### src/rtl/dtmr_pool_ctrl.sv
// -----------------------------------------------------------------------------
// dtmr_pool_ctrl
//
// Dynamic-redundancy controller for a pool of N_MOD identical modules.
// In IDLE a single default module is enabled. A K-of-N sensor vote or an
// excessive error rate switches the pool to ACTIVE, where every non-retired
// module is enabled for voting. Modules that fault for FAULT_MAX consecutive
// cycles are retired. When fewer than MIN_LIVE modules remain the pool is
// soft-restarted. After the trigger clears, HOLD keeps the pool redundant for
// HOLD_CYC trigger-free cycles before dropping back to IDLE.
//
// Ports:
//   clk        clock
//   rst        asynchronous, active-high reset
//   sens       trigger sensor inputs (active-high)
//   err_rate   received-data error rate
//   fault      per-module fault flags from the voter
//   en         per-module enables
//   mode       0=IDLE, 1=ACTIVE, 2=HOLD
//   def_idx    module enabled while in IDLE
//   dis_mask   retired-module flags
//   restart_p  one-cycle soft-restart pulse
// -----------------------------------------------------------------------------
module dtmr_pool_ctrl #(
    parameter int N_MOD     = 3,
    parameter int N_SENS    = 4,
    parameter int SENS_K    = 3,
    parameter int ERR_W     = 4,
    parameter int ERR_TH    = 5,
    parameter int FAULT_MAX = 5,
    parameter int MIN_LIVE  = 2,
    parameter int HOLD_CYC  = 8
) (
    input  logic                     clk,
    input  logic                     rst,
    input  logic [N_SENS-1:0]        sens,
    input  logic [ERR_W-1:0]         err_rate,
    input  logic [N_MOD-1:0]         fault,
    output logic [N_MOD-1:0]         en,
    output logic [1:0]               mode,
    output logic [$clog2(N_MOD)-1:0] def_idx,
    output logic [N_MOD-1:0]         dis_mask,
    output logic                     restart_p
);

    localparam int DW = $clog2(N_MOD);
    localparam int SW = $clog2(N_SENS + 1);
    localparam int LW = $clog2(N_MOD + 1);
    localparam int FW = $clog2(FAULT_MAX + 1);
    localparam int HW = (HOLD_CYC > 1) ? $clog2(HOLD_CYC) : 1;

    localparam logic [SW-1:0]    SENS_K_V     = SW'(SENS_K);
    localparam logic [ERR_W-1:0] ERR_TH_V     = ERR_W'(ERR_TH);
    localparam logic [LW-1:0]    MIN_LIVE_V   = LW'(MIN_LIVE);
    localparam logic [FW-1:0]    FAULT_MAX_V  = FW'(FAULT_MAX);
    localparam logic [FW-1:0]    FAULT_LAST_V = FW'(FAULT_MAX - 1);
    localparam logic [HW-1:0]    HOLD_LOAD_V  = HW'((HOLD_CYC > 0) ? HOLD_CYC - 1 : 0);

    typedef enum logic [1:0] {
        IDLE   = 2'd0,
        ACTIVE = 2'd1,
        HOLD   = 2'd2
    } mode_t;

    mode_t           state;
    logic [HW-1:0]   hold_cnt;
    logic [FW-1:0]   fcnt [N_MOD];

    logic [SW-1:0]   sens_cnt;
    logic [LW-1:0]   live_cnt;
    logic [DW-1:0]   first_live;
    logic            trig;
    logic            collapse;
    logic            go_idle;

    // NOTE: every always_comb output gets a default before any conditional
    // update so no path leaves it unassigned (which would infer a latch).
    always_comb begin
        sens_cnt = '0;
        for (int i = 0; i < N_SENS; i++) begin
            sens_cnt = sens_cnt + SW'(sens[i]);
        end
        live_cnt = '0;
        for (int i = 0; i < N_MOD; i++) begin
            live_cnt = live_cnt + LW'(!dis_mask[i]);
        end
        // Scan downwards so the lowest live index wins; 0 if all are retired.
        first_live = '0;
        for (int i = N_MOD - 1; i >= 0; i--) begin
            if (!dis_mask[i]) first_live = DW'(i);
        end
    end

    assign trig     = (sens_cnt >= SENS_K_V) || (err_rate > ERR_TH_V);
    assign collapse = (state != IDLE) && (live_cnt < MIN_LIVE_V);
    assign go_idle  = !trig && (((state == ACTIVE) && (HOLD_CYC == 0)) ||
                                ((state == HOLD) && (hold_cnt == '0)));

    // NOTE: sequential state uses non-blocking assignments only, so every
    // register samples the pre-edge values of its neighbours.
    always_ff @(posedge clk or posedge rst) begin
        if (rst) begin
            state     <= IDLE;
            hold_cnt  <= '0;
            def_idx   <= '0;
            dis_mask  <= '0;
            restart_p <= 1'b0;
            // NOTE: the fault counters are a handful of flops, not a memory,
            // so they are reset along with the rest of the control state.
            for (int i = 0; i < N_MOD; i++) fcnt[i] <= '0;
        end else begin
            restart_p <= 1'b0;

            case (state)
                IDLE: begin
                    if (trig) state <= ACTIVE;
                end
                ACTIVE: begin
                    if (!trig) begin
                        if (HOLD_CYC == 0) begin
                            state <= IDLE;
                        end else begin
                            state    <= HOLD;
                            hold_cnt <= HOLD_LOAD_V;
                        end
                    end
                end
                HOLD: begin
                    if (trig) begin
                        state <= ACTIVE;
                    end else if (hold_cnt == '0) begin
                        state <= IDLE;
                    end else begin
                        hold_cnt <= hold_cnt - HW'(1);
                    end
                end
                default: state <= IDLE;
            endcase

            // Exit and collapse both clear the pool; a coincident pair still
            // yields a single restart pulse. def_idx uses the pre-clear mask.
            if (go_idle || collapse) begin
                restart_p <= 1'b1;
                dis_mask  <= '0;
                for (int i = 0; i < N_MOD; i++) fcnt[i] <= '0;
                if (go_idle) def_idx <= first_live;
            end else if (state != IDLE) begin
                for (int i = 0; i < N_MOD; i++) begin
                    if (!dis_mask[i]) begin
                        if (fault[i]) begin
                            if (fcnt[i] == FAULT_LAST_V) dis_mask[i] <= 1'b1;
                            if (fcnt[i] != FAULT_MAX_V)  fcnt[i] <= fcnt[i] + FW'(1);
                        end else begin
                            fcnt[i] <= '0;
                        end
                    end
                end
            end
        end
    end

    assign mode = state;
    assign en   = (state == IDLE) ? (N_MOD'(1) << def_idx) : ~dis_mask;

endmodule

### config.mk
export PLATFORM = sky130hd
export DESIGN_NAME = dtmr_pool_ctrl
export DESIGN_NICKNAME = d
export VERILOG_FILES = /design/src/rtl/dtmr_pool_ctrl.sv
export SDC_FILE = /design/constraint.sdc
export NUM_CORES = 1
export LEC_CHECK = 0
export ABC_AREA = 1
export ABC_CLOCK_PERIOD_IN_PS = 2500
export CAP_MARGIN = 20
export CORE_MARGIN = 4
export CORE_UTILIZATION = 55
export DETAILED_ROUTE_END_ITERATION = 16
export PLACE_DENSITY = 0.83
export SETUP_SLACK_MARGIN = 0.15
export SLEW_MARGIN = 20
export SYNTH_ARGS = -nofsm -noshare
export SYNTH_HDL_FRONTEND = slang
export SYNTH_SLANG_ARGS = --single-unit
### constraint.sdc
create_clock -name clk -period 2.5 [get_ports clk]
set_input_delay 0.5 -clock clk [delete_from_list [all_inputs] [get_ports clk]]
set_output_delay 0.5 -clock clk [all_outputs]
set_load 0.02 [all_outputs]
Word level (Yosys, flattened, before mapping)
Cells that the tools add are included.
- register bits: 20
- word-level logic and storage cells: 97
- bits of input ports: 13
- multiplexer cells: 36
- magnitude comparators: 3
- eq/ne operators: 19
- shift-type cells: 1
- add/subtract/negate cells: 9
- bitwise operators: 1
- reduce and logical (&&, ||, !) cells: 20
- operators by type and width (cell ; number):
    $mux W3 ; 15
    $mux W9 ; 2
    $mux W2 ; 7
    $reduce_and A3 Y1 ; 4
    $mux W1 ; 10
    $add A3 B1 Y3 const B ; 3
    $eq A3 B3 Y1 const B ; 3
    $ne A3 B1 Y1 const B ; 3
    $ne A3 B3 Y1 const B ; 3
    $ne A2 B2 Y1 const B ; 4
    $ne A2 B1 Y1 const B ; 3
    $pmux W2 S3 ; 1
    $pmux W3 S2 ; 1
    $reduce_bool A2 Y1 ; 3
    $add A1 B1 Y2 ; 2
    $gt A4 B3 Y1 const B ; 1
    $logic_not A1 Y1 ; 4
    $reduce_and A4 Y1 ; 1
    $add A2 B1 Y3 ; 1
    $add A3 B1 Y3 ; 1
    $ge A3 B2 Y1 const B ; 1
    $logic_and A1 B1 Y1 ; 3
    $logic_not A3 Y1 ; 1
    $ne A3 B2 Y1 const B ; 1
    other kinds (10) ; 11

Longest topological paths before layout
Gate-level depths: netlist of the first run.
- depth after elaboration: 10
- depth in mapped cells: 12
- depth with buffers taken out: 11

Worst setup path after synthesis of the first run
Ideal clock, no wire load.
- kind: input -> register
- start: input port sens[0]
- end: register fcnt[6] (netlist bit)
- required time: 2.382 ns
- setup slack: 0.272 ns
- data arrival time: 2.110 ns
- stages on the path: 12
- buffers on the path: 1
- path through: inv_1 > fa_1 > inv_1 > ha_1 > ha_1 > nand2_1 > nand2_1 > nor2_2 > nand2_2 > buf_4 > nand3_1 > nand2_1
- word-level cells in the longest chain between the ends: 10
- ends and longest elaborated chain (element ; RTL line ; text):
    start: declaration ; 36 ; input logic [N_SENS-1:0] sens,
    $add A1 B1 Y2 * ; 81 ; sens_cnt = sens_cnt + SW'(sens[i]);
    $add A2 B1 Y3 * ; 81 ;
    $add A3 B1 Y3 * ; 81 ;
    $ge A3 B2 Y1 * ; 94 ; assign trig = (sens_cnt >= SENS_K_V) || (err_rate > ERR_TH_V);
    $logic_or A1 B1 Y1 * ; 94 ;
    $logic_not A1 Y1 * ; - ;
    $logic_and A1 B1 Y1 * ; 96 ; assign go_idle = !trig && (((state == ACTIVE) && (HOLD_CYC == 0)) ||
    $logic_or A1 B1 Y1 * ; 142 ; if (go_idle || collapse) begin
    $ne A3 B1 Y1 (no source line) (tied with other cells) ; - ;
    $reduce_and A3 Y1 (no source line) ; - ;
    end signal: indexed assignment ; 154 ; fcnt[i] <= '0;
    end: declaration ; 67 ; logic [FW-1:0] fcnt [N_MOD];
Every way passes the cells marked *; elsewhere a longest branch is shown, timed or not.
A chain may end at the register's enable or synchronous reset.

Worst setup path in the final report of the first run
- start: input port sens[3]
- end: register fcnt[3] (netlist bit)
- word-level cells in the longest chain between the ends: 8
- ends and longest elaborated chain (element ; RTL line):
    $add A3 B1 Y3 * ; 81
    $ge A3 B2 Y1 * ; 94
    $logic_or A1 B1 Y1 * ; 94
    $logic_not A1 Y1 * ; -
    $logic_and A1 B1 Y1 * ; 96
    $logic_or A1 B1 Y1 * ; 142
    $ne A3 B1 Y1 (no source line) (tied with other cells) ; -
    $reduce_and A3 Y1 (no source line) ; -
Marks and branches as above.

==> results of run 1 <==
## placed cells by master, fill, tap and decap left out, types with 3 or more instances in the layout
| cell | instances |
|---|---|
| nand3_1 | 11 |
| nor2_2 | 3 |
| dlymetal6s2s_1 | 3 |
| clkdlybuf4s50_1 | 16 |
| clkbuf_4 | 3 |
| nand2_2 | 3 |
| nand2_4 | 4 |
| a21oi_1 | 3 |
| nor2_1 | 13 |
| nand2_1 | 33 |
| inv_2 | 4 |
| inv_1 | 32 |
| buf_6 | 3 |
| dlygate4sd2_1 | 3 |
| nand4_1 | 15 |
| dfrtp_1 | 19 |
| ha_1 | 12 |
## metal layers
layer	wire (um)	GRT usage [%]
met1	1420	26.1
met4	83	10.6
met2	1630	38.7
met3	160	2.45
met5	0	0
## flip-flops by register name, indices dropped and copies added, names as in the netlist
signal	cells
def_idx	2
restart_p	1
hold_cnt	3
fcnt	9
mode	2
dis_mask	3
## timing repair
item,CTS,global route
setup buffers,0,1
pin swaps,7,5
resized for setup,16,9
cloned,1,0
endpoints found under the setup margin,19,20
hold buffers,0,0
## stage by stage
stage	hold slack [ns]	setup slack, ns	cell area [um2]
after floorplan	0.459	0.272	1380
after global placement	0.479	-0.251	1630
after detailed placement	0.509	-0.355	1630
after CTS	0.538	0.143	1740
after global routing	0.553	0.273	1780
final	0.541	0.358	1780
## path summary, 6_finish.rpt
check / slack [ns] / cells past startpoint / to / from
max in group asynchronous: 1.32 / 2 / mode[1]$_DFFE_PP0P_ / rst
worst min-delay path: 0.54 / 2 / hold_cnt[1]$_DFFE_PP0P_ / hold_cnt[1]$_DFFE_PP0P_
min in group asynchronous: 0.63 / 2 / hold_cnt[2]$_DFFE_PP0P_ / rst
worst max register to register: 0.79 / 6 / dis_mask[2]$_DFFE_PP0P_ / dis_mask[0]$_DFFE_PP0P_
worst min register to register: 0.54 / 2 / hold_cnt[1]$_DFFE_PP0P_ / hold_cnt[1]$_DFFE_PP0P_
worst max-delay path: 0.36 / 13 / fcnt[3]$_DFFE_PP0P_ / sens[3]
## cells by family after synthesis
group                      count (synthesis)  synth area share (%)
and+or+nand+nor                           87                  29.8
DFF                                       20                  36.4
buffers and inverters                     39                  11.6
adders and majority gates                 15                  14.2
xor gates and xnor gates                   1                 0.637
AOI/OAI and AO/OA                         14                  7.37
## power groups by stage
stage / combinational, mW / clock [mW] / sequential, mW
floorplan: 0.550 / 0 / 0.564
global placement: 0.785 / 0 / 0.541
detailed placement: 0.829 / 0 / 0.549
CTS: 0.851 / 0.275 / 0.542
global route: 0.976 / 0.292 / 0.563
finish: 0.868 / 0.275 / 0.546
## worst max-delay path: stages
cell           delay [ns]
dlygate4sd2_1        0.19
inv_1                0.05
fa_1                 0.54
inv_2                0.05
ha_4                 0.15
ha_4                 0.24
nand2_4              0.07
nand2_4              0.05
nor2_4               0.10
nand2_4              0.09
buf_6                0.15
nand3_1              0.09
nand2_1              0.07
## final cells by class
cell class	instances	area, um2	area share (%)
sequential	20	502	28.3
clock buffer	3	22.5	1.27
clock inverter	1	30.0	1.69
inverter	36	135	7.61
tap	28	35.0	1.97
timing repair buffer	27	273	15.4
multi-input combinational	117	778	43.8
==> qor.log, run 1 <==
qor: detailed_routing.vias_per_cell 5.51
qor: die.placement_rows 17
qor: logic_synthesis.synth.most_common_cell nand2_1
qor: logic_synthesis.yosys.area.top_type dfrtp_1
qor: pwr.comb_power_share 51.4%
qor: logic_synthesis.synth_largest_type_area_fraction 36.4%
qor: flow_run.number_of_max_capacitance_violations_reported 0
qor: sta.fmax 467 MHz
qor: min_path.hold_path.class reg2reg
qor: setup_path.crit_path_required_time 2.71 ns
qor: pwr.switching_share 44.7%
qor: setup_path.crit_path_capture_type register
qor: clock_network.clk_pin_slew_worst_paths 0.13 ns
qor: pwr.design_power_total 1.69 mW
qor: setup_path.startpoint_type primary input
qor: setup_path.critPathArrivalTime 2.35 ns
qor: placed_design.place_congestion 0.803
qor: clock_network.cts-root-buf clkbuf_4
qor: pwr.power.static_leakage 0.953 nW
qor: logic_synthesis.mappedNetlistNets 204
qor: detailed_routing.drtPass1Iterations 4
qor: logic_synthesis.synth.cell_area 1380 um2
qor: placed_design.place.port_buffers 22
qor: logic_synthesis.post_syn_instances 176
qor: logic_synthesis.synth.yosys.seq_area_share 36.4%
qor: grt.grt_start_max_net_pins 21
qor: logic_synthesis.synth-warning-count 0
qor: logic_synthesis.synth.top_cells.by_area dfrtp_1, ha_1, nand2_1
qor: pwr.netSwitchingPower 755 uW
qor: logic_synthesis.synth.avg_cell_area 7.81 um2
qor: clock_network.cts_tree done
qor: sta.clock_skew 0.00205 ns
qor: sta.timing.final.setup_violations 0
qor: sta.final-max-slew-violation-count 0
qor: layout.layout.filler_cells 158
qor: pwr.irDropWorstVdd 0.576 mV
qor: sta.worst_slew_pin_slew 0.805 ns
qor: die.die_x 58 um
qor: detailed_routing.drc 0
qor: logic_synthesis.synth_async_sr_flop_share 100%
qor: grt.antenna_violations_before_repair 0
qor: setup_path.path_class in2reg
qor: grt.grt.total_usage 21.9%
qor: clock_network.cts_buffers 3
qor: detailed_routing.final_antenna_net_count 0
qor: detailed_routing.detailroute.via_count 1278
qor: layout.synthToLayoutAreaGrowth 29.1%
qor: grt.via_count_of_the_first_global_routing_pass 1351
qor: pwr.power-per-cell-area 951 nW/um2
qor: sta.maxSlewHeadroom 46.3%
qor: detailed_routing.finalWirelength 3300 um
qor: die.effective_utilization_at_floorplan 59.9%
qor: layout.diodes 0
qor: die.die_area 3360 um2
qor: sta.setup_tns 0 ns
qor: outcome.outcome complete, no violations
qor: logic_synthesis.number_of_enable_flip_flop_cells_after_synthesis 0
qor: logic_synthesis.synth_seq_cells 20
qor: logic_synthesis.synth_ff_type dfrtp_1
qor: clock_network.maximum_level_of_the_cts_h_tree 1
qor: detailed_routing.wl_per_cell 14.2 um
qor: clock_network.worstSkewPairLatency 0.31 ns
qor: pwr.internal_power 934 uW
qor: sta.period_needed 2.14 ns
qor: placed_design.dp_hpwl 2360 um
qor: clock_network.clock_sink_count 20
qor: clock_network.clk_path_buf_depth 2
qor: setup_path.crit_fanout 8
qor: sta.setup_repair_after_global_routing_missed_its_margin false
qor: sta.finalHoldViolCount 0
qor: die.die_h 58 um
qor: layout.final_cells 232
qor: die.placeableCoreArea 2300 um2
qor: layout.finalCoreUtilization 77.3%
qor: grt.grt_first_pass_wirelength 5800 um
qor: placed_design.post-place-cells 226
qor: logic_synthesis.netlist-cell-type-count 25
qor: layout.drive_gt1_share 16.2%
qor: die.design.portCount 24
qor: detailed_routing.initialDrtViolationCount 62
qor: pwr.seq_pwr_share 32.3%
qor: grt.globalRouteOverflowTotal 0
qor: sta.period_share 85.7%
qor: pwr.power.share.clock 16.3%
qor: logic_synthesis.synth.top_cells.by_count nand2_1, inv_1, dfrtp_1, nand4_1
qor: layout.final_net_count 233
Note: power is estimated with default switching activity, not from simulation.
==> run 2, diff against run 1 <==
--- a/config.mk
+++ b/config.mk
@@ -11,6 +11,7 @@
 export CORE_MARGIN = 4
 export CORE_UTILIZATION = 55
 export DETAILED_ROUTE_END_ITERATION = 16
+export GPL_TIMING_DRIVEN = 0
 export PLACE_DENSITY = 0.83
 export SETUP_SLACK_MARGIN = 0.15
 export SLEW_MARGIN = 20
==> run 2 against run 1 <==
  * Non-clock buffer count is 4 higher
  * Clock skew is 0.0039 ns higher
  * Largest power group unchanged
  * Register-to-register slack better by 0.10 ns
  * Routed wire length is 0.18% lower
  * Setup slack worse by 0.11 ns
  * Clock power is 30% lower
==> qor.log, run 2 (synthesis results as in run 1) <==
qor: outcome.outcome complete, no violations
qor: detailed_routing.routed_met2_length 1690 um
qor: detailed_routing.initialDrtViolationCount 48
qor: sta.period_needed 2.25 ns
qor: sta.setup_repair_after_global_routing_missed_its_margin false
qor: layout.max_reg_flops 9
qor: sta.finalHoldViolCount 0
qor: detailed_routing.wl_per_cell 13.9 um
qor: grt.grt_first_pass_wirelength 5840 um
qor: placed_design.dp_hpwl 2360 um
qor: setup_path.r2r.worst_path.cells 7
qor: flow_run.number_of_max_capacitance_violations_reported 0
qor: clock_network.cts_hold_buffers 0
qor: layout.drive_gt1_share 14.9%
qor: sta.timing.final.setup_violations 0
qor: grt.globalRouteOverflowTotal 0
qor: pwr.irDropWorstVdd 0.589 mV
qor: sta.period_share 90.1%
qor: layout.multiInputGateArea 736 um2
qor: layout.most-common-layout-cells nand2_1, inv_1, dfrtp_1
qor: layout.max_flop_register fcnt
qor: die.effective_utilization_at_floorplan 59.9%
qor: sta.worst_slew_pin_slew 0.766 ns
qor: layout.diodes 0
qor: clock_network.clk_pin_slew_worst_paths 0.12 ns
qor: setup_path.crit_fanout 10
qor: detailed_routing.finalWirelength 3290 um
qor: grt.antenna_violations_before_repair 0
qor: clock_network.maximum_level_of_the_cts_h_tree 1
qor: die.placeableCoreArea 2300 um2
qor: clock_network.cts-root-buf clkbuf_4
qor: detailed_routing.top_layer met4
qor: layout.layout.filler_cells 172
qor: sta.fmax 444 MHz
qor: layout.synthToLayoutAreaGrowth 27.3%
qor: detailed_routing.final_antenna_net_count 0
qor: grt.grt.total_usage 22.1%
qor: layout.final_cells 236
qor: placed_design.place_congestion 0.846
qor: die.die_h 58 um
qor: detailed_routing.wl_met3 198 um
qor: detailed_routing.drtPass1Iterations 4
qor: clock_network.worstSkewPairLatency 0.30 ns
qor: grt.via_count_of_the_first_global_routing_pass 1398
qor: grt.grt_start_max_net_pins 21
qor: placed_design.place.port_buffers 22
qor: layout.final_net_count 237
qor: sta.maxSlewHeadroom 48.9%
qor: setup_path.path_class reg2out
qor: setup_path.startpoint_type register
qor: sta.setup_ws 0.248 ns
qor: clock_network.clk_path_buf_depth 2
qor: min_path.min_path_cells 2
qor: clock_network.clock_sink_count 20
qor: placed_design.detailedPlace.worstSlack -0.343 ns
qor: layout.largestRegisters fcnt x9, dis_mask x3, hold_cnt x3
qor: detailed_routing.vias_per_cell 5.51
qor: sta.clock_skew 0.00595 ns
qor: setup_path.crit_path_required_time 2.00 ns
qor: setup_path.critPathArrivalTime 1.75 ns
qor: die.design.portCount 24
qor: clock_network.cts_tree done
qor: clock_network.cts_buffers 3
qor: placed_design.post-place-cells 226
qor: layout.register_area 500 um2
qor: detailed_routing.drc 0
qor: die.die_area 3360 um2
qor: detailed_routing.detailroute.via_count 1301
qor: die.die_x 58 um
qor: die.placement_rows 17
qor: pwr.power-per-cell-area 930 nW/um2
qor: detailed_routing.detail_route.wirelength.met1 1350 um
qor: min_path.hold_path.class reg2reg
qor: sta.final-max-slew-violation-count 0
qor: setup_path.crit_path_capture_type output port
qor: pwr.power.static_leakage 0.953 nW
[run 2: path summary, 6_finish.rpt]
kind | startpoint | slack [ns] | endpoint
worst max register to register | dis_mask[0]$_DFFE_PP0P_ | 0.89 | fcnt[6]$_DFFE_PP0P_
worst min register to register | hold_cnt[1]$_DFFE_PP0P_ | 0.54 | hold_cnt[1]$_DFFE_PP0P_
worst min-delay path | hold_cnt[1]$_DFFE_PP0P_ | 0.54 | hold_cnt[1]$_DFFE_PP0P_
max in group asynchronous | rst | 1.40 | fcnt[0]$_DFFE_PP0P_
min in group asynchronous | rst | 0.62 | hold_cnt[2]$_DFFE_PP0P_
worst max-delay path | mode[1]$_DFFE_PP0P_ | 0.25 | en[2]
[run 2: area by class of cell]
type,instances,area share [%]
Multi-Input combinational cell,117,42.0
Sequential cell,20,28.6
Timing Repair Buffer,28,15.7
Inverter,36,7.72
Clock buffer,4,2.07
Tap cell,28,2.00
Buffer,3,1.93
[run 2: through the flow]
stage	setup TNS (ns)	total power, mW	hold slack (ns)	cell area [um2]	utilization, %
after floorplan	0	1.11	0.459	1380	-
after global placement	-4.02	1.35	0.477	1630	71.0
after detailed placement	-4.79	1.41	0.498	1630	71.0
after CTS	0	1.61	0.526	1730	75.2
after global routing	0	1.77	0.536	1750	76.2
final	0	1.63	0.535	1750	76.2
[run 2: report_power, final]
part / internal, mW / switching (mW)
sequential: 0.434 / 0.114
clock: 0.0889 / 0.105
combinational: 0.357 / 0.529
total: 0.880 / 0.748
[run 2: what timing repair did]
item | CTS | global route
pin swaps | 6 | 1
hold endpoints to repair | 0 | 0
resized for setup | 11 | 6
buffers inserted | 4 | 0
setup endpoints to repair | 14 | 16
cloned | 2 | 0
[run 2: critical path, stage by stage (launching register included)]
cell,delay [ns]
dfrtp_1,0.46
inv_2,0.08
nand2_4,0.13
nand2_1,0.10
nand2_1,0.08
clkdlybuf4s50_1,0.59
[run 2: routing by layer]
layer	vias to the layer above	track usage, %
met5	-	0
met4	0	11.3
met3	9	3.34
met2	41	37.7
met1	626	26.9
li1	625	-
==> run 3, diff against run 2 <==
--- a/config.mk
+++ b/config.mk
@@ -12,8 +12,8 @@
 export CORE_UTILIZATION = 55
 export DETAILED_ROUTE_END_ITERATION = 16
 export GPL_TIMING_DRIVEN = 0
-export PLACE_DENSITY = 0.83
-export SETUP_SLACK_MARGIN = 0.15
+export PLACE_DENSITY = 0.86
+export SETUP_SLACK_MARGIN = 0.02
 export SLEW_MARGIN = 20
 export SYNTH_ARGS = -nofsm -noshare
 export SYNTH_HDL_FRONTEND = slang
==> run 3 against run 2 <==
  * Sequential share of layout area barely moved
  * Worst hold slack improved by 0.015 ns
  * Critical path depth is 1 lower
  * Largest cell class unchanged
  * Largest power group unchanged
  * Highest routed layer unchanged
==> qor.log, run 3 (synthesis results as in run 1) <==
qor: sta.setup_ws 0.111 ns
qor: detailed_routing.initialDrtViolationCount 57
qor: sta.setup_repair_after_global_routing_missed_its_margin false
qor: pwr.power.static_leakage 0.945 nW
qor: sta.fmax 419 MHz
qor: clock_network.clock_sink_count 20
qor: layout.max_flop_register fcnt
qor: clock_network.cts_buffers 3
qor: setup_path.crit_path_capture_type output port
qor: die.effective_utilization_at_floorplan 59.9%
qor: setup_path.critPathArrivalTime 1.89 ns
qor: die.placeableCoreArea 2300 um2
qor: layout.layout.filler_cells 156
qor: flow_run.number_of_max_capacitance_violations_reported 0
qor: pwr.power-per-cell-area 937 nW/um2
qor: layout.largestRegisters fcnt x9, dis_mask x3, hold_cnt x3
qor: sta.period_needed 2.39 ns
qor: clock_network.clk_path_buf_depth 2
qor: layout.diodes 0
qor: sta.finalHoldViolCount 0
qor: detailed_routing.finalWirelength 3350 um
qor: grt.via_count_of_the_first_global_routing_pass 1289
qor: setup_path.cpPeakStageDelay 0.65 ns
qor: grt.grt_first_pass_wirelength 5690 um
qor: sta.clock_skew 0.00393 ns
qor: layout.final_net_count 235
qor: setup_path.critical_path.slowest_cell clkdlybuf4s50_1
qor: setup_path.crit_path_required_time 2.00 ns
qor: detailed_routing.final_antenna_net_count 0
qor: sta.maxSlewHeadroom 46.7%
qor: clock_network.cts-root-buf clkbuf_4
qor: grt.grt_start_max_net_pins 21
qor: detailed_routing.vias_per_cell 5.67
qor: placed_design.place.port_buffers 22
qor: setup_path.startpoint_type register
qor: die.design.portCount 24
qor: setup_path.crit_fanout 10
qor: grt.grt.total_usage 21.7%
qor: setup_path.path_class reg2out
qor: layout.max_reg_flops 9
qor: detailed_routing.drc 0
qor: placed_design.detailedPlace.worstSlack -0.359 ns
qor: setup_path.crit_family buffers and inverters
qor: setup_path.path_buf_inv 2
qor: detailed_routing.drtPass1Iterations 6
qor: die.die_area 3360 um2
qor: pwr.irDropWorstVdd 0.643 mV
qor: setup_path.cp_cell_sequence inv_2 -> nand2_4 -> o31ai_1 -> clkdlybuf4s50_1
qor: die.placement_rows 17
qor: clock_network.cts_tree done
qor: layout.synthToLayoutAreaGrowth 27.4%
qor: sta.period_share 95.6%
qor: detailed_routing.wl_per_cell 14.3 um
qor: placed_design.place_congestion 0.872
qor: clock_network.clk_pin_slew_worst_paths 0.12 ns
qor: die.die_h 58 um
qor: layout.drive_gt1_share 16.0%
qor: sta.timing.final.setup_violations 0
qor: pwr.design_power_total 1.64 mW
qor: grt.antenna_violations_before_repair 0
qor: min_path.hold_path.class reg2reg
qor: clock_network.worstSkewPairLatency 0.32 ns
qor: sta.final-max-slew-violation-count 0
qor: die.die_x 58 um
qor: clock_network.maximum_level_of_the_cts_h_tree 1
qor: outcome.outcome complete, no violations
qor: grt.globalRouteOverflowTotal 0
qor: layout.most-common-layout-cells nand2_1, inv_1, dfrtp_1, clkdlybuf4s50_1, nand4_1
qor: detailed_routing.detailroute.via_count 1326
qor: placed_design.dp_hpwl 2400 um
qor: sta.worst_slew_pin_slew 0.799 ns
run 3: changes by cell type in the layout (fill, tap and decap cells not counted), sizes merged:
| cell | change |
|---|---|
| clkdlybuf4s50 | +3 |
| dlygate4sd2 | -3 |
| buf | -2 |
run 3: metrics by stage:
step / std cells / hold slack [ns] / utilization (%) / TNS [ns] / cell area (um2)
after floorplan: 176 / 0.459 / - / 0 / 1380
after global placement: 226 / 0.478 / 71.0 / -3.98 / 1630
after detailed placement: 226 / 0.510 / 71.0 / -5.40 / 1630
after CTS: 231 / 0.538 / 73.3 / 0 / 1680
after global routing: 234 / 0.575 / 76.3 / 0 / 1750
final: 234 / 0.551 / 76.3 / 0 / 1750
run 3: final timing paths:
check / start / endpoint / slack [ns] / cells past startpoint
max: mode[0]$_DFFE_PP0P_ / en[1] / 0.11 / 4
min: hold_cnt[1]$_DFFE_PP0P_ / hold_cnt[1]$_DFFE_PP0P_ / 0.55 / 2
max reg2reg: dis_mask[0]$_DFFE_PP0P_ / fcnt[1]$_DFFE_PP0P_ / 0.88 / 7
min reg2reg: hold_cnt[1]$_DFFE_PP0P_ / hold_cnt[1]$_DFFE_PP0P_ / 0.55 / 2
max in group asynchronous: rst / mode[1]$_DFFE_PP0P_ / 1.39 / 2
min in group asynchronous: rst / hold_cnt[2]$_DFFE_PP0P_ / 0.62 / 2
run 3: layer usage:
metal / global-route usage (%) / vias to the layer above / part of all wire, %
met5: 0 / - / 0
met4: 8.94 / 0 / 2.1
met3: 3.56 / 11 / 6.0
met2: 37.3 / 64 / 50
met1: 26.8 / 624 / 42
li1: - / 627 / -
run 3: final cells by class:
| cell class | instances | area (um2) | area share [%] |
|---|---|---|---|
| plain buffers | 3 | 33.8 | 1.93 |
| repair buffers | 26 | 263 | 15.0 |
| flip-flops and latches | 20 | 500 | 28.6 |
| multi-input cells | 117 | 748 | 42.7 |
| clock buffers | 4 | 36.3 | 2.07 |
| well taps | 28 | 35.0 | 2.00 |
| inverters | 36 | 135 | 7.71 |
run 3: worst register-to-register path, delay by kind of cell (launching register included):
| family | cells | cell delay [ns] |
|---|---|---|
| buf+inv | 2 | 0.29 |
| fa+ha+maj | 1 | 0.34 |
| simple gates | 3 | 0.29 |
| flops | 1 | 0.44 |
| compound gates | 1 | 0.15 |
run 3: what timing repair did:
action | in CTS | in global routing
hold buffers | 0 | 0
endpoints found under the hold margin | 0 | 0
gates cloned | 0 | 2
pin swaps | 1 | 5
setup buffers | 1 | 1
endpoints found under the setup margin | 10 | 19
gates resized for setup | 3 | 15
run 3: report_power, final:
part	internal (mW)	leakage, nW	switching [mW]	total, mW
combinational	0.361	0.665	0.532	0.892
sequential	0.433	0.259	0.112	0.545
clock	0.0892	0.0210	0.114	0.203
